## src/rtl/ram_arb_pkg.sv

```systemverilog
// Shared types and defaults for the RAM port arbiter.
package ram_arb_pkg;

    localparam int ADDR_W_DEF   = 5;
    localparam int DATA_W_DEF   = 4;
    localparam int LOCK_MAX_DEF = 8;

    typedef enum logic [1:0] {
        IDLE   = 2'd0,
        LOCK_A = 2'd1,
        LOCK_B = 2'd2
    } arb_state_t;

    typedef enum logic {
        REQ_A = 1'b0,
        REQ_B = 1'b1
    } req_id_t;

    // Priority hand-off: after serving one requester the other goes first.
    function automatic req_id_t other_req(input req_id_t id);
        req_id_t res;
        if (id == REQ_A) begin
            res = REQ_B;
        end else begin
            res = REQ_A;
        end
        return res;
    endfunction

endpackage

```

## src/rtl/ram_port_arbiter_lock_timer.sv

```systemverilog
// Lock duration counter: load to 1 when a lock starts, count every locked
// cycle, saturate at LOCK_MAX and flag expiry while at the limit.
module lock_timer #(
    parameter int LOCK_MAX = 8,
    parameter int CNT_W    = $clog2(LOCK_MAX + 1)
) (
    input  logic clk,
    input  logic reset_n,
    input  logic clr,
    input  logic start,
    input  logic inc,
    output logic expire
);

    localparam logic [CNT_W-1:0] CNT_MAX  = CNT_W'(LOCK_MAX);
    localparam logic [CNT_W-1:0] CNT_ONE  = CNT_W'(1);
    localparam logic [CNT_W-1:0] CNT_ZERO = CNT_W'(0);

    logic [CNT_W-1:0] count_r;

    // Counter register: clear wins over load, load wins over increment.
    always_ff @(posedge clk or negedge reset_n) begin
        if (!reset_n) begin
            count_r <= CNT_ZERO;
        end else if (clr) begin
            count_r <= CNT_ZERO;
        end else if (start) begin
            count_r <= CNT_ONE;
        end else if (inc && (count_r != CNT_MAX)) begin
            count_r <= count_r + CNT_ONE;
        end else begin
            count_r <= count_r;
        end
    end

    assign expire = (count_r == CNT_MAX);

endmodule

```

## src/rtl/ram_port_arbiter.sv

```systemverilog
// Two-requester arbiter in front of a single-port synchronous RAM.
// Round-robin per cycle, optional lock for read-modify-write, lock timeout.
module ram_port_arbiter
    import ram_arb_pkg::*;
#(
    parameter int ADDR_W   = ADDR_W_DEF,
    parameter int DATA_W   = DATA_W_DEF,
    parameter int LOCK_MAX = LOCK_MAX_DEF
) (
    input  logic              clk,
    input  logic              reset_n,
    input  logic              req_a,
    input  logic              req_b,
    input  logic              lock_a,
    input  logic              lock_b,
    input  logic              we_a,
    input  logic              we_b,
    input  logic [ADDR_W-1:0] addr_a,
    input  logic [ADDR_W-1:0] addr_b,
    input  logic [DATA_W-1:0] wdata_a,
    input  logic [DATA_W-1:0] wdata_b,
    output logic              gnt_a,
    output logic              gnt_b,
    output logic              rvalid_a,
    output logic              rvalid_b,
    output logic [DATA_W-1:0] rdata_a,
    output logic [DATA_W-1:0] rdata_b,
    output logic              lock_err_a,
    output logic              lock_err_b,
    output logic              ram_we,
    output logic [ADDR_W-1:0] ram_addr,
    output logic [DATA_W-1:0] ram_wdata,
    input  logic [DATA_W-1:0] ram_rdata
);

    arb_state_t  state_r;
    req_id_t     prio_r;
    logic        rvalid_a_r;
    logic        rvalid_b_r;
    logic        lock_err_a_r;
    logic        lock_err_b_r;

    logic        gnt_a_s;
    logic        gnt_b_s;
    logic        timer_clr_s;
    logic        timer_start_s;
    logic        timer_inc_s;
    logic        expire_s;
    logic              ram_we_s;
    logic [ADDR_W-1:0] ram_addr_s;
    logic [DATA_W-1:0] ram_wdata_s;

    // Grant decision; nothing is granted while reset is held.
    always_comb begin
        gnt_a_s = 1'b0;
        gnt_b_s = 1'b0;
        if (!reset_n) begin
            gnt_a_s = 1'b0;
            gnt_b_s = 1'b0;
        end else begin
            case (state_r)
                IDLE: begin
                    if (req_a && req_b) begin
                        if (prio_r == REQ_A) begin
                            gnt_a_s = 1'b1;
                        end else begin
                            gnt_b_s = 1'b1;
                        end
                    end else begin
                        gnt_a_s = req_a;
                        gnt_b_s = req_b;
                    end
                end
                LOCK_A: begin
                    gnt_a_s = req_a;
                end
                LOCK_B: begin
                    gnt_b_s = req_b;
                end
                default: begin
                    gnt_a_s = 1'b0;
                    gnt_b_s = 1'b0;
                end
            endcase
        end
    end

    // Lock timer control: load on lock entry, run while locked, clear otherwise.
    always_comb begin
        timer_clr_s   = 1'b0;
        timer_start_s = 1'b0;
        timer_inc_s   = 1'b0;
        case (state_r)
            IDLE: begin
                if ((gnt_a_s && lock_a) || (gnt_b_s && lock_b)) begin
                    timer_start_s = 1'b1;
                end else begin
                    timer_clr_s = 1'b1;
                end
            end
            LOCK_A: begin
                if (!lock_a || expire_s) begin
                    timer_clr_s = 1'b1;
                end else begin
                    timer_inc_s = 1'b1;
                end
            end
            LOCK_B: begin
                if (!lock_b || expire_s) begin
                    timer_clr_s = 1'b1;
                end else begin
                    timer_inc_s = 1'b1;
                end
            end
            default: begin
                timer_clr_s = 1'b1;
            end
        endcase
    end

    lock_timer #(
        .LOCK_MAX (LOCK_MAX)
    ) u_lock_timer (
        .clk     (clk),
        .reset_n (reset_n),
        .clr     (timer_clr_s),
        .start   (timer_start_s),
        .inc     (timer_inc_s),
        .expire  (expire_s)
    );

    // Arbitration FSM with priority register and timeout error pulses.
    always_ff @(posedge clk or negedge reset_n) begin
        if (!reset_n) begin
            state_r      <= IDLE;
            prio_r       <= REQ_A;
            lock_err_a_r <= 1'b0;
            lock_err_b_r <= 1'b0;
        end else begin
            lock_err_a_r <= 1'b0;
            lock_err_b_r <= 1'b0;
            case (state_r)
                IDLE: begin
                    if (gnt_a_s) begin
                        prio_r  <= other_req(REQ_A);
                        state_r <= lock_a ? LOCK_A : IDLE;
                    end else if (gnt_b_s) begin
                        prio_r  <= other_req(REQ_B);
                        state_r <= lock_b ? LOCK_B : IDLE;
                    end else begin
                        state_r <= IDLE;
                    end
                end
                LOCK_A: begin
                    if (!lock_a) begin
                        state_r <= IDLE;
                        prio_r  <= REQ_B;
                    end else if (expire_s) begin
                        state_r      <= IDLE;
                        prio_r       <= REQ_B;
                        lock_err_a_r <= 1'b1;
                    end else begin
                        state_r <= LOCK_A;
                    end
                end
                LOCK_B: begin
                    if (!lock_b) begin
                        state_r <= IDLE;
                        prio_r  <= REQ_A;
                    end else if (expire_s) begin
                        state_r      <= IDLE;
                        prio_r       <= REQ_A;
                        lock_err_b_r <= 1'b1;
                    end else begin
                        state_r <= LOCK_B;
                    end
                end
                default: begin
                    state_r <= IDLE;
                    prio_r  <= REQ_A;
                end
            endcase
        end
    end

    // Read-valid tracking: a granted read shows data exactly one cycle later.
    always_ff @(posedge clk or negedge reset_n) begin
        if (!reset_n) begin
            rvalid_a_r <= 1'b0;
            rvalid_b_r <= 1'b0;
        end else begin
            rvalid_a_r <= gnt_a_s && !we_a;
            rvalid_b_r <= gnt_b_s && !we_b;
        end
    end

    // RAM port mux; idle bus is driven to zero.
    always_comb begin
        ram_we_s    = 1'b0;
        ram_addr_s  = {ADDR_W{1'b0}};
        ram_wdata_s = {DATA_W{1'b0}};
        if (gnt_a_s) begin
            ram_we_s    = we_a;
            ram_addr_s  = addr_a;
            ram_wdata_s = wdata_a;
        end else if (gnt_b_s) begin
            ram_we_s    = we_b;
            ram_addr_s  = addr_b;
            ram_wdata_s = wdata_b;
        end else begin
            ram_we_s    = 1'b0;
            ram_addr_s  = {ADDR_W{1'b0}};
            ram_wdata_s = {DATA_W{1'b0}};
        end
    end

    assign gnt_a      = gnt_a_s;
    assign gnt_b      = gnt_b_s;
    assign rvalid_a   = rvalid_a_r;
    assign rvalid_b   = rvalid_b_r;
    assign rdata_a    = ram_rdata;
    assign rdata_b    = ram_rdata;
    assign lock_err_a = lock_err_a_r;
    assign lock_err_b = lock_err_b_r;
    assign ram_we     = ram_we_s;
    assign ram_addr   = ram_addr_s;
    assign ram_wdata  = ram_wdata_s;

endmodule

```

## config.mk

```make
export PLATFORM = sky130hd
export DESIGN_NAME = ram_port_arbiter
export DESIGN_NICKNAME = d
export VERILOG_FILES = /design/src/rtl/ram_arb_pkg.sv /design/src/rtl/ram_port_arbiter_lock_timer.sv /design/src/rtl/ram_port_arbiter.sv
export SDC_FILE = /design/constraint.sdc
export NUM_CORES = 1
export LEC_CHECK = 0
export ABC_AREA = 1
export BUFFER_PORTS_ARGS = -buffer_cell sky130_fd_sc_hd__buf_2
export CAP_MARGIN = 10
export CORE_MARGIN = 1
export CORE_UTILIZATION = 25
export DETAILED_ROUTE_END_ITERATION = 16
export PLACE_DENSITY = 0.62
export RECOVER_POWER = 100
export SLEW_MARGIN = 20
export SYNTH_ARGS = -nofsm -noshare
export SYNTH_HDL_FRONTEND = slang
export SYNTH_SLANG_ARGS = --single-unit
export TNS_END_PERCENT = 100
```

## constraint.sdc

```tcl
create_clock -name clk -period 3.86 [get_ports clk]
set_input_delay 0.579 -clock clk [delete_from_list [all_inputs] [get_ports clk]]
set_output_delay 0.579 -clock clk [all_outputs]
set_load 0.03 [all_outputs]
```

==> flow_summary.ini, run 1 <==
[run_status]
status = finished, final reports clean

[synth]
netlist_instances = 139
synth-adder-area-share_pct = 9.36
yosys-top-cells-area = dfrtp_1, nand2_1, nand3_1
avgSynthCellArea_um2 = 6.73
synthesis.nets = 176
synth_area_um2 = 936
synthXorXnorAreaFrac_pct = 0
yosys-mux-area-fraction_pct = 0
yosys.area.top_type = dfrtp_1
yosys.area_share.simple_pct = 39.7
yosys_register_bits = 11
synth_top_family_by_area = simple AND/OR/NAND/NOR gates
yosys.area.top_type_share_pct = 29.4
synth_compound_area_share_pct = 4.68
synth_cell_types = 18
ys_seq_area_share_pct = 29.4
yosys_warnings = 0

[timing]
finalCritPeriodShare_pct = 77.0
skew_ps = 2.41
slew_headroom_pct = 53.2
max_freq_mhz = 336
rsz0062_at_grt = false
worst_slew_pin_slew_ps = 702
tns_ps = 0
setup_viol = 0
drv_slew = 0
hold_viol = 0
period_needed_ps = 2970

[detailed_routing]
wirelength_mm = 2.11
drc = 0
viasPerCell = 4.11
drtIter0Drc = 44
antenna_left = 0
drtPass1Iterations = 4
post_drt_wl_per_cell_um = 9.62
vias = 901

[critical_path]
max_stage_delay_ps = 520
cp_max_fo = 14
critPathLaunchType = input port
crit_start = reset_n
critPathSlowestCell = clkbuf_1
worstPathRequired_ps = 3280
rr_startpoint = state_r[0]$_DFF_PN0_
crit_path_end = ram_addr[2]
r2r_cells = 8
worst_path_most_repeated_cell = nand2_1
worst_setup_path_end_kind = output port
critPathKind = in2out
path_cells = clkbuf_1, nand2_1, inv_1, nand2_1, inv_1, nand2_1, nand2_1, clkbuf_1
r2r_slack_ps = 1910
r2r_end = state_r[0]$_DFF_PN0_
crit_arrival_ps = 2390

[placed_design]
placed_cells = 215
routabilityCongestion = 0.789
portBuffers = 41
place_hpwl_mm = 1.71
place_area_mm2 = 0.00111

[final_layout]
area_delta_synth_final_pct = 19.8
instances_no_fill = 219
nNetsFinal = 211
fin_util_pct = 32.3
n_antenna_cell = 0
fin_area_mm2 = 0.00112
drive_gt1_share_pct = 20.8

[clock_tree]
clk_latency_ps = 240
cts_setup_buffers = 0
cts_resized = 0
numCtsBuffers = 3
postCtsHoldBufs = 0
root_buffer = clkbuf_8
cts_sinks = 11
cts_tree = yes
htreeDepth = 1
cts.clk_slew.worst_paths_ps = 50
clockBufferDepth = 2

[power_and_ir_drop]
powerDensity_mw_per_mm2 = 429
power_frac_seq_pct = 28.0
p_sw_share_pct = 44.3
vdd_drop_max_uv = 118
clkPwrFrac_pct = 23.9
p_comb_share_pct = 48.0
switchingPower_uw = 213
p_int_uw = 268
p_leak_uw = 0.000645

[global_route]
grt_use_met1_pct = 13.2
busiest_layer = met2
grt.met3_usage_pct = 3.99
grt_pass1_vias = 860
grt_overflow = 0
grt_max_degree = 15
grt_pass1_wl_mm = 3.57
antenna_found_initial = 0
met2_usage_pct = 18.4
grtUsageTotal_pct = 11.0

[floorplan]
placementRows = 21
die_y_um = 63.2
fp.coreArea_mm2 = 0.00347
dieArea_mm2 = 0.00399
initial_core_util_pct = 27.0
die-width_um = 63.2
ios = 54

[run]
cap_violations = 0

[min_path]
hold_path.class = in2async
## worst min path at each step
stage          startpoint                    to
6_report          reset_n  state_r[0]$_DFF_PN0_
5_1_grt           reset_n  state_r[1]$_DFF_PN0_
4_1_cts           reset_n  state_r[1]$_DFF_PN0_
3_5_place_dp      reset_n  state_r[1]$_DFF_PN0_
3_3_place_gp      reset_n  state_r[1]$_DFF_PN0_
2_1_floorplan     reset_n  lock_err_a$_DFF_PN0_
## power groups by stage
stage | clock (uW) | sequential (uW) | combinational [uW]
final | 115 | 135 | 231
after global routing | 125 | 136 | 258
after detailed placement | 0 | 137 | 243
after global placement | 0 | 137 | 243
after CTS | 117 | 135 | 243
after floorplan | 0 | 139 | 200
## cells by family after synthesis
logic type                 after synthesis
DFF                                     11
adders and majority gates                7
buffers and inverters                   29
AOI/OAI and AO/OA                        8
and+or+nand+nor                         84
## placed cells by master, fill, tap and decap left out
master,instances
clkbuf_1,11
ha_1,7
nand2_1,53
nor2_1,8
nand3_1,20
clkbuf_8,3
nand4_1,1
o21ai_1,1
inv_1,18
a21oi_1,6
o21ai_2,1
dfrtp_1,11
nor3_1,1
nor2_4,1
buf_2,31
## worst max-delay path: cells and delay by family
family                 cells  cell delay (ps)
buffers and inverters      4             1290
AND/OR/NAND/NOR            4              510
## cell type report
cell class | instances | area (um^2)
Fill cell | 420 | 2350
Multi-Input combinational cell | 99 | 483
Tap cell | 46 | 57.6
Clock buffer | 4 | 45.0
Sequential cell | 11 | 275
Inverter | 18 | 67.6
Timing Repair Buffer | 41 | 193
## sequential cells by signal, summed over array words and instances, names as in the netlist
| signal | flops |
|---|---|
| u_lock_timer.count_r | 4 |
| state_r | 2 |
| lock_err_a | 1 |
| lock_err_b | 1 |
| prio_r | 1 |
| rvalid_a | 1 |
| rvalid_b | 1 |
## metal layers
metal	wire length [um]	share of wire (%)
met1	937	44
met2	1060	50
met3	105	5.0
met4	8	0.38
met5	0	0
## Yosys cell counts (all sizes together)
cell type   n
dfrtp      11
nor3        1
a21oi       6
nand3      20
ha          7
nand2      53
nor2        9
inv        18
buf        11
o21ai       2
nand4       1
## stage by stage
step | hold slack [ps] | power [uW] | setup slack [ps]
floorplan | 283 | 340 | 1650
global placement | 483 | 380 | 1520
detailed placement | 487 | 380 | 1510
CTS | 235 | 495 | 1320
global route | 434 | 519 | 566
finish | 362 | 481 | 887
Note: power is estimated with default switching activity, not from simulation.
==> run 2: changes to the inputs <==
- ABC_AREA: 1 -> 0
- PLACE_DENSITY: 0.62 -> 0.64
- clock period: 3.86 -> 2.47 ns (I/O delays scaled with it)
==> run 2 against run 1 <==
Compared with the run above: non-clock buffer count up 3; critical path depth down 1; routed wire length down 5.7%; total power up 51%; clock power about the same; die area down 6.5%; final cell count down 21%; clock-buffer cell count unchanged; via count down 11%.
==> flow_summary.ini, run 2 <==
[final_layout]
nNetsFinal = 166
instances_no_fill = 174
top_regs = u_lock_timer.count_r: 4 flops, state_r: 2 flops
mostFrequentLayoutCell = buf_2
drive_gt1_share_pct = 39.1
fill_cells = 352
final_cell_mix = buf_2, dfrtp_1, nand2_1, a22o_1, clkbuf_2
multiInputGateArea_um2 = 510
largest_register_ffs = 4
max_flop_register = u_lock_timer.count_r
area_delta_synth_final_pct = 27.4
n_antenna_cell = 0
regArea_um2 = 275
fin_area_mm2 = 0.00111

[global_route]
grt_max_degree = 13
grtUsageTotal_pct = 10.7
grt_overflow = 0
antenna_found_initial = 0
grt_pass1_vias = 679
grt_pass1_wl_mm = 2.95

[power_and_ir_drop]
p_sw_share_pct = 43.5
vdd_drop_max_uv = 243
p_leak_uw = 0.000541
p_int_uw = 410
switchingPower_uw = 316
p_comb_share_pct = 53.8
powerDensity_mw_per_mm2 = 653
clkPwrFrac_pct = 16.1
power_frac_seq_pct = 30.0

[synth]
synth_common_cells = dfrtp_1, a22o_1, nand2_1
yosys.area.top_type = dfrtp_1
yosys-top-cells-area = dfrtp_1, a22o_1, ha_1
synthFlopType = dfrtp_1
avgSynthCellArea_um2 = 9.70
yosys.area.top_type_share_pct = 31.5
synthesis.nets = 127
async_reset_ff_share_pct = 100
synth_area_um2 = 873
yosys_register_bits = 11
netlist_instances = 90
synth_edf_count = 0
synth.most_common_cell = dfrtp_1
ys_seq_area_share_pct = 31.5
synth_cell_types = 32
yosys_warnings = 0

[floorplan]
initial_core_util_pct = 26.2
die_y_um = 61.1
die-width_um = 61.1
fp.coreArea_mm2 = 0.00334
placementRows = 21
ios = 54
dieArea_mm2 = 0.00373

[critical_path]
critPathLaunchType = flop
critPathKind = reg2out
crit_arrival_ps = 1990
worst_setup_path_end_kind = output port
worstPathRequired_ps = 2100
cp_max_fo = 12

[timing]
finalCritPeriodShare_pct = 95.7
slew_headroom_pct = 62.8
setup_slack_ps = 107
hold_ws_ps = 270
period_needed_ps = 2360
drv_slew = 0
worst_slew_pin_slew_ps = 553
rsz0062_at_grt = false
tns_ps = 0
setup_viol = 0
hold_viol = 0
skew_ps = 2.74
max_freq_mhz = 423

[detailed_routing]
drtPass1Iterations = 4
viasPerCell = 4.59
wirelength_mm = 1.99
drtIter0Drc = 32
post_drt_wl_per_cell_um = 11.4
vias = 798
drc = 0
antenna_left = 0

[clock_tree]
htreeDepth = 1
cts_setup_buffers = 0
numCtsBuffers = 3
cts.clk_slew.worst_paths_ps = 60
cts_sinks = 11
clockBufferDepth = 2
root_buffer = clkbuf_4
clk_latency_ps = 260
cts_tree = yes

[run_status]
status = finished, final reports clean

[placed_design]
portBuffers = 41
place_area_mm2 = 0.00107
routabilityCongestion = 0.895
placed_cells = 169
place_hpwl_mm = 1.63
pre_cts_slack_ps = 330

[run]
cap_violations = 0

[min_path]
hold_path.class = in2reg
## run 2: changes by cell type after synthesis, sizes merged, moves of 4 or more
cell | before | now
nor2 | 9 | 5
a21oi | 6 | 1
nor3 | 1 | 5
a22o | 0 | 10
inv | 18 | 6
nand2 | 53 | 10
nand3 | 20 | 3
## run 2: worst paths after layout
check / depth (start not counted) / slack, ps / endpoint / startpoint
setup reg to reg: 7 / 480 / u_lock_timer.count_r[2]$_DFFE_PN0P_ / state_r[1]$_DFF_PN0_
setup / recovery: 7 / 110 / ram_wdata[1] / state_r[0]$_DFF_PN0_
min in group asynchronous: 2 / 470 / state_r[0]$_DFF_PN0_ / reset_n
hold / removal: 2 / 270 / rvalid_b$_DFF_PN0_ / we_b
hold reg to reg: 2 / 590 / prio_r$_DFFE_PN0P_ / prio_r$_DFFE_PN0P_
max in group asynchronous: 3 / 1390 / u_lock_timer.count_r[0]$_DFFE_PN0P_ / reset_n
## run 2: per-stage QoR
step | util, % | total power, uW
after floorplan | - | 521
after global routing | 33.3 | 776
after detailed placement | 32.1 | 592
after global placement | 32.1 | 582
final | 33.3 | 726
after CTS | 33.2 | 710
## run 2: logic make-up after synthesis
kind of cell / count (synthesis) / synth area share [%]
AO/OA/AOI/OAI: 22 / 22.5
XOR/XNOR: 3 / 3.01
adder cells (fa/ha/maj): 7 / 10.0
buffers and inverters: 16 / 11.6
flip-flops: 11 / 31.5
multiplexers: 1 / 1.15
AND/OR/NAND/NOR: 30 / 20.2
## run 2: worst max-delay path, cell delays in order, from the launching register on
cell and delay [ps]:
dfrtp_1 400, inv_1 130, ha_2 280, a31oi_4 130, nor2_1 220, buf_4 220, a22o_1 150, clkbuf_2 200
## run 2: layer usage
layer  vias up  GRT usage (%)  part of all wire [%]
met5         -              0                     0
met4         0          0.974                  0.40
met3         2           5.04                   6.9
met2        27           16.1                    48
met1       378           14.5                    45
li1        391              -                     -
## run 2: layout make-up
type,instances,share of cell area [%]
Timing Repair Buffer,44,19.8
Inverter,6,2.02
Multi-Input combinational cell,63,45.9
Sequential cell,11,24.7
Clock buffer,4,2.36
Tap cell,46,5.17
## run 2: repair_timing
action	4_1_cts	5_1_grt
gates resized for setup	0	3
endpoints found under the hold margin	2	0
endpoints found under the setup margin	0	10
hold buffers	1	0
## run 2: power groups by stage
| stage | Combinational (uW) | Sequential, uW | Clock [uW] |
|---|---|---|---|
| floorplan | 299 | 223 | 0 |
| global placement | 362 | 220 | 0 |
| detailed placement | 370 | 222 | 0 |
| CTS | 372 | 218 | 119 |
| global route | 423 | 222 | 131 |
| finish | 391 | 218 | 117 |
==> run 3: changes to the inputs <==
- CELL_PAD_IN_SITES_DETAIL_PLACEMENT: not set -> 0
- CELL_PAD_IN_SITES_GLOBAL_PLACEMENT: not set -> 1
- PLACE_DENSITY: 0.64 -> 0.82
==> run 3 against run 2 <==
Compared with the run above: worst setup slack better by 1.1 ps; utilization up 0.19 points; critical path depth unchanged; non-clock buffer count unchanged; design area increased by 0.56%; via count fell by 2.3%.
==> flow_summary.ini, run 3 (synthesized netlist as in run 2, its figures left out) <==
[run_status]
status = finished, final reports clean

[clock_tree]
cts_sinks = 11
numCtsBuffers = 3
cts_setup_buffers = 0
root_buffer = clkbuf_4
clockBufferDepth = 2
cts_tree = yes
htreeDepth = 1
clk_latency_ps = 270
cts.clk_slew.worst_paths_ps = 70

[critical_path]
crit_arrival_ps = 1990
path_cells = inv_1, ha_2, o211ai_2, nor2_4, o21a_4, a22o_1, clkbuf_2
critPathBufInv = 2
critPathKind = reg2out
cp_max_fo = 11
max_stage_delay_ps = 410
critPathSlowestCell = dfrtp_1
crit_family = compound AO/OA/AOI/OAI gates
worstPathRequired_ps = 2100
critPathLaunchType = flop
worst_setup_path_end_kind = output port

[detailed_routing]
dr_wl_met2_mm = 1.05
viasPerCell = 4.48
drtIter0Drc = 35
vias = 780
antenna_left = 0
drtPass1Iterations = 4
top_layer_used = met4
post_drt_wl_per_cell_um = 12.0
met3WireLength_um = 122
drc = 0
wl_met1_um = 902
wirelength_mm = 2.08

[floorplan]
die_y_um = 61.1
dieArea_mm2 = 0.00373
fp.coreArea_mm2 = 0.00334
initial_core_util_pct = 26.2
die-width_um = 61.1
ios = 54
placementRows = 21

[power_and_ir_drop]
power_frac_seq_pct = 29.8
p_total_uw = 735
p_leak_uw = 0.000537
powerDensity_mw_per_mm2 = 657
vdd_drop_max_uv = 216
p_sw_share_pct = 44.1
p_comb_share_pct = 53.2
switchingPower_uw = 324
clkPwrFrac_pct = 17.0
p_int_uw = 411

[final_layout]
mostFrequentLayoutCell = buf_2
fin_area_mm2 = 0.00112
max_flop_register = u_lock_timer.count_r
largest_register_ffs = 4
n_antenna_cell = 0
top_regs = u_lock_timer.count_r: 4 flops, state_r: 2 flops
drive_gt1_share_pct = 39.8
nNetsFinal = 166
final_cell_mix = buf_2, dfrtp_1, nand2_1, a22o_1
fill_cells = 352
area_delta_synth_final_pct = 28.1

[timing]
hold_ws_ps = 270
setup_slack_ps = 108
hold_viol = 0
slew_headroom_pct = 64.7
worst_slew_pin_slew_ps = 525
finalCritPeriodShare_pct = 95.6
rsz0062_at_grt = false
drv_slew = 0
max_freq_mhz = 423
period_needed_ps = 2360
tns_ps = 0
skew_ps = 3.87
setup_viol = 0

[min_path]
hold_path.class = in2reg

[placed_design]
pre_cts_slack_ps = 336
place_area_mm2 = 0.00107
portBuffers = 41
place_hpwl_mm = 1.68
routabilityCongestion = 0.793

[global_route]
antenna_found_initial = 0
grt_max_degree = 13
grt_pass1_wl_mm = 2.93
grtUsageTotal_pct = 11.1
grt_pass1_vias = 669
grt_overflow = 0

[run]
cap_violations = 0
-- run 3: changes by cell type in the layout (fill, tap and decap cells not counted) --
cell	previous run	this run
buf_2	28	26
clkbuf_1	7	8
clkbuf_4	3	4
ha_1	6	5
ha_2	1	2
nor2_1	4	3
nor2_2	0	1
-- run 3: path summary, 6_finish.rpt --
check                                startpoint                                  end  slack, ps  cells after the start
setup / recovery           state_r[0]$_DFF_PN0_                          ram_addr[1]        110                      7
hold / removal                             we_a                   rvalid_a$_DFF_PN0_        270                      2
setup reg to reg           state_r[1]$_DFF_PN0_  u_lock_timer.count_r[1]$_DFFE_PN0P_        510                      7
hold reg to reg              prio_r$_DFFE_PN0P_                   prio_r$_DFFE_PN0P_        600                      2
max in group asynchronous               reset_n  u_lock_timer.count_r[1]$_DFFE_PN0P_       1390                      3
min in group asynchronous               reset_n                   rvalid_a$_DFF_PN0_        470                      2
-- run 3: what timing repair did --
item,in CTS,in global routing
hold endpoints to repair,3,0
resized for setup,0,6
endpoints found under the setup margin,0,10
hold buffers,1,0
-- run 3: per-layer routing --
layer	up-vias	track usage [%]
met5	-	0
met4	0	3.25
met3	2	5.46
met2	16	17.4
met1	371	13.3
li1	391	-
-- run 3: area by class of cell --
class / instances / area, um^2 / share of cell area, %
flip-flops and latches: 11 / 275 / 24.6
inverters: 6 / 22.5 / 2.01
well taps: 46 / 57.6 / 5.15
repair buffers: 44 / 221 / 19.8
multi-input cells: 63 / 515 / 46.1
clock buffers: 4 / 26.3 / 2.35
-- run 3: worst register-to-register path, delay by kind of cell, from the launching register on --
family / cells / cell delay, ps
AND/OR/NAND/NOR: 3 / 440
AO/OA/AOI/OAI: 1 / 460
adder cells (fa/ha/maj): 1 / 310
multiplexers: 1 / 150
flip-flops: 1 / 400
buffers and inverters: 1 / 110
-- run 3: power by group through the flow --
stage	sequential [uW]	combinational [uW]	clock (uW)
after global placement	220	363	0
after CTS	219	370	129
final	219	391	125
after global routing	224	423	138
after floorplan	223	299	0
after detailed placement	223	368	0
-- run 3: through the flow --
stage	util (%)	std cells
final	33.5	174
after global routing	33.5	174
after CTS	33.2	174
after detailed placement	32.1	169
after global placement	32.1	169
after floorplan	-	90
